## config.mk

```make
export PLATFORM = sky130hd
export DESIGN_NAME = map_mem_arbiter
export DESIGN_NICKNAME = d
export VERILOG_FILES = /design/src/rtl/map_mem_arbiter.sv
export SDC_FILE = /design/constraint.sdc
export NUM_CORES = 1
export LEC_CHECK = 0
export ABC_AREA = 1
export CAP_MARGIN = 0
export CORE_UTILIZATION = 47
export CTS_CLUSTER_DIAMETER = 120
export CTS_CLUSTER_SIZE = 24
export DETAILED_ROUTE_END_ITERATION = 10
export PLACE_DENSITY = 0.85
export SLEW_MARGIN = 20
export SYNTH_ARGS = -nofsm -noshare
export SYNTH_HDL_FRONTEND = slang
export SYNTH_SLANG_ARGS = --single-unit
```

## constraint.sdc

```tcl
create_clock -name CLOCK_50 -period 3.4 [get_ports CLOCK_50]
set_input_delay 0.34 -clock CLOCK_50 [delete_from_list [all_inputs] [get_ports CLOCK_50]]
set_output_delay 0.34 -clock CLOCK_50 [all_outputs]
set_load 0.05 [all_outputs]
```

## src/rtl/map_mem_arbiter.sv

```systemverilog
// Single-port arbiter for the world-map cell RAM: VGA reads take priority,
// robot reads/writes get through via a starvation counter.
module map_mem_arbiter #(
  parameter int ADDR_W     = 9,
  parameter int DATA_W     = 3,
  parameter int STARVE_MAX = 15
) (
  input  logic              CLOCK_50,
  input  logic              reset,
  input  logic              vga_req,
  input  logic [ADDR_W-1:0] vga_addr,
  output logic [DATA_W-1:0] vga_rdata,
  output logic              vga_valid,
  output logic              vga_overrun,
  input  logic              bot_req,
  input  logic              bot_we,
  input  logic [ADDR_W-1:0] bot_addr,
  input  logic [DATA_W-1:0] bot_wdata,
  output logic              bot_ack,
  output logic [DATA_W-1:0] bot_rdata,
  output logic              bot_rvalid,
  output logic [ADDR_W-1:0] mem_addr,
  output logic              mem_we,
  output logic [DATA_W-1:0] mem_wdata,
  input  logic [DATA_W-1:0] mem_rdata
);

  localparam int CNT_W = $clog2(STARVE_MAX + 1);
  localparam logic [CNT_W-1:0] CNT_MAX = CNT_W'(STARVE_MAX);

  typedef enum logic [1:0] {
    OWN_NONE = 2'd0,
    OWN_VGA  = 2'd1,
    OWN_BOT  = 2'd2
  } owner_t;

  logic              pend_vga;
  logic [ADDR_W-1:0] pend_addr;
  logic [CNT_W-1:0]  starve_cnt;
  owner_t            owner_p1;
  logic [ADDR_W-1:0] last_addr;
  logic [DATA_W-1:0] vga_hold;
  logic [DATA_W-1:0] bot_hold;
  logic              overrun;
  logic              starved;
  logic              issue_vga;
  logic              issue_bot;

  // Issue slot: reset gates the combinational grants so every output is 0 while held.
  always_comb begin
    starved   = bot_req && (starve_cnt == CNT_MAX);
    issue_bot = !reset && bot_req && (starved || !pend_vga);
    issue_vga = !reset && pend_vga && !starved;
  end

  assign bot_ack     = issue_bot;
  assign mem_we      = issue_bot && bot_we;
  assign mem_wdata   = (issue_bot && bot_we) ? bot_wdata : '0;
  assign mem_addr    = issue_vga ? pend_addr : (issue_bot ? bot_addr : last_addr);
  assign vga_overrun = overrun;

  // Response stage: owner tag from last cycle steers the RAM read data.
  assign vga_valid  = (owner_p1 == OWN_VGA);
  assign bot_rvalid = (owner_p1 == OWN_BOT);
  assign vga_rdata  = vga_valid  ? mem_rdata : vga_hold;
  assign bot_rdata  = bot_rvalid ? mem_rdata : bot_hold;

  always_ff @(posedge CLOCK_50 or posedge reset) begin
    if (reset) begin
      pend_vga   <= 1'b0;
      starve_cnt <= '0;
      owner_p1   <= OWN_NONE;
      last_addr  <= '0;
      vga_hold   <= '0;
      bot_hold   <= '0;
      overrun    <= 1'b0;
    end else begin
      if (vga_req) begin
        pend_vga <= 1'b1;
        if (pend_vga && !issue_vga) overrun <= 1'b1;
      end else if (issue_vga) begin
        pend_vga <= 1'b0;
      end

      if (issue_vga || issue_bot) last_addr <= mem_addr;

      if (issue_vga)                owner_p1 <= OWN_VGA;
      else if (issue_bot && !bot_we) owner_p1 <= OWN_BOT;
      else                          owner_p1 <= OWN_NONE;

      if (bot_req && !issue_bot)
        starve_cnt <= (starve_cnt == CNT_MAX) ? starve_cnt : starve_cnt + 1'b1;
      else
        starve_cnt <= '0;

      if (vga_valid)  vga_hold <= mem_rdata;
      if (bot_rvalid) bot_hold <= mem_rdata;
    end
  end

  // Pending address is pure data; pend_vga qualifies it.
  always_ff @(posedge CLOCK_50) begin
    if (vga_req) pend_addr <= vga_addr;
  end

endmodule

```

==> results.yml <==
outcome:
  status: "finished with violations"
  violations: "design-rule violations"
power:
  vdd_drop_max_uv: 351
  p_leak_uw: 0.000969
  total_power_uw: 1030
  p_per_area_nw_per_um2: 502
detailed_routing:
  dr.pass1.iters: 8
  wl_mm: 3.18
  drc: 5
  drt_iter0_markers: 91
  via_per_inst: 5.35
  ant_nets: 0
  routed-via-count: 1289
  wl_per_cell_um: 13.2
die:
  die_h_um: 57.5
  dieArea_um2: 3310
  die_w_um: 57.5
  start_util_pct: 51.2
  io_pins: 52
  rows: 19
  core_um2: 2830
finish:
  final_nets: 239
  drive_above_1_share_pct: 8.57
  insertedDiodeCount: 0
  area_delta_synth_final_pct: 42.0
sta:
  max_slew.worst_pin.slew_ns: 0.519
  clock_skew_ns: 0.00940
  setup_tns_ns: 0
  max_clock_freq_ghz: 0.339
  finalCriticalPeriod_ns: 2.95
  finalHoldViolations: 0
  report.final.slew_viol_count: 0
  setup_violations: 0
  period_share_pct: 86.7
  max_slew_margin_pct: 65.3
  rsz0062_at_grt: "false"
critical_path:
  arrival_ns: 2.61
  critPathKind: "flip-flop to output pin"
  cp_cell_sequence: "ha_1 -> nand3_1 -> inv_1 -> nand2_1 -> nand3_1 -> nand3_1 -> clkdlybuf4s50_1"
  critPathCaptureType: "output pin"
  critical-path-slowest-cell: "clkdlybuf4s50_1"
  crit_top_cell: "nand3_1"
  start_kind: "flip-flop"
  max_stage_delay_ns: 0.82
  cp.required_ns: 3.06
  worstPathMaxFanout: 11
yosys:
  synth.net_count: 183
  avgSynthCellArea_um2: 9.46
  syn_area_um2: 1450
  yosysWarningCount: 0
  synth-seq-cells: 32
  seq_area_frac_synth_pct: 58.4
  synth_cell_types: 18
  synth_cells: 153
cts:
  cts_setup_buffers: 0
  cts_max_level: 2
  cts_resized: 0
  cts_root_buffer: "clkbuf_4"
  clk-insertion-delay-late_ns: 0.33
  clockBufferDepth: 2
  cts_tree: "built"
  clock_sinks: 32
  cts_buffers: 5
  path_clk_slew_ns: 0.10
  cts_hold_buf: 0
place:
  gp_congestion: 0.738
  port_buffers: 51
  dp_hpwl_mm: 2.31
hold_path:
  hold_path_class: "flip-flop to flip-flop"
global_route:
  antenna_found_initial: 0
  grt_pass1_wl_mm: 5.53
  gr-usage-all-layers_pct: 22.3
  grt_overflow: 0
  grt_max_degree: 25
  grt_pass1_vias: 1265
run:
  drv_cap: 0
layout make-up:
type                            count  area, um^2
Clock buffer                        8        68.8
Fill cell                         228         773
Inverter                           22        82.6
Multi-Input combinational cell     96         502
Sequential cell                    32         846
Tap cell                           31        38.8
Timing Repair Buffer               52         518
registers in the layout (all words and copies together), names as in the netlist:
| signal | count |
|---|---|
| starve_cnt | 4 |
| vga_overrun | 1 |
| pend_addr | 9 |
| pend_vga | 1 |
| last_addr | 9 |
| owner_p1 | 2 |
| vga_hold | 3 |
| bot_hold | 3 |
cells in the mapped netlist, drive strengths merged:
cell type | number | area (um^2)
nand3 | 39 | 195
o21ai | 11 | 70.1
ha | 1 | 12.5
xor2 | 1 | 8.76
nor2 | 8 | 45.0
dfrtp | 23 | 576
edfxtp | 9 | 270
nand2 | 32 | 133
inv | 22 | 82.6
buf | 3 | 17.5
o211ai | 1 | 7.51
nor3 | 3 | 30.0
metal layers:
metal  global-route usage [%]  share of wire, %
met5                        0                 0
met4                     9.76               2.0
met3                     5.67               7.9
met2                     36.2                49
met1                     28.3                41
cells by family after synthesis:
kind of cell	Yosys count	synth area share, %
flops	32	58.4
simple gates	82	27.8
fa+ha+maj	1	0.864
compound gates	12	5.36
xor+xnor	1	0.605
buf+inv	25	6.91
worst paths after layout:
check / endpoint / start / cells after the start / slack, ns
setup / recovery: mem_addr[5] / starve_cnt[0] / 7 / 0.45
hold / removal: vga_overrun / vga_overrun / 2 / 0.48
setup reg to reg: starve_cnt[1] / starve_cnt[0] / 7 / 1.82
hold reg to reg: vga_overrun / vga_overrun / 2 / 0.48
max in group asynchronous: last_addr[6] / reset / 3 / 2.55
min in group asynchronous: owner_p1[0] / reset / 3 / 0.60
metrics by stage:
| step | area (um^2) | worst slack [ns] | hold WS [ns] | utilization [%] | std cells |
|---|---|---|---|---|---|
| floorplan | 1450 | 0.595 | 0.366 | - | 153 |
| global placement | 1990 | 0.641 | 0.456 | 70.2 | 233 |
| detailed placement | 1990 | 0.585 | 0.462 | 70.2 | 233 |
| CTS | 2060 | 0.448 | 0.489 | 72.7 | 241 |
| global route | 2060 | 0.309 | 0.518 | 72.7 | 241 |
| finish | 2060 | 0.451 | 0.477 | 72.7 | 241 |
critical path: cells and delay by family (launching register included):
family,cells,cell delay [ns]
fa+ha+maj,1,0.26
buf+inv,2,0.87
flops,1,0.43
simple gates,4,0.71
report_power, final:
part / switching [uW] / leakage, uW / internal (uW) / total (uW)
logic: 208 / 0.000561 / 117 / 325
clock network: 125 / 0.0000386 / 122 / 246
registers: 17.8 / 0.000369 / 442 / 460
placed cells by master (no fill, tap or decap):
master and count:
nand2_2 2, buf_4 1, xor2_1 1, o21ai_0 9, clkbuf_1 1, clkbuf_8 2, nor2_1 6, clkbuf_4 5
nand3_1 39, nor3_2 3, nor2_4 2, edfxtp_1 9, ha_1 1, o21ai_4 1, dfrtp_1 23, nand2_4 1
clkdlybuf4s50_1 51, inv_1 22, nand2_1 29, o21ai_2 1, o211ai_1 1
Power figures use the tool's default switching activity.
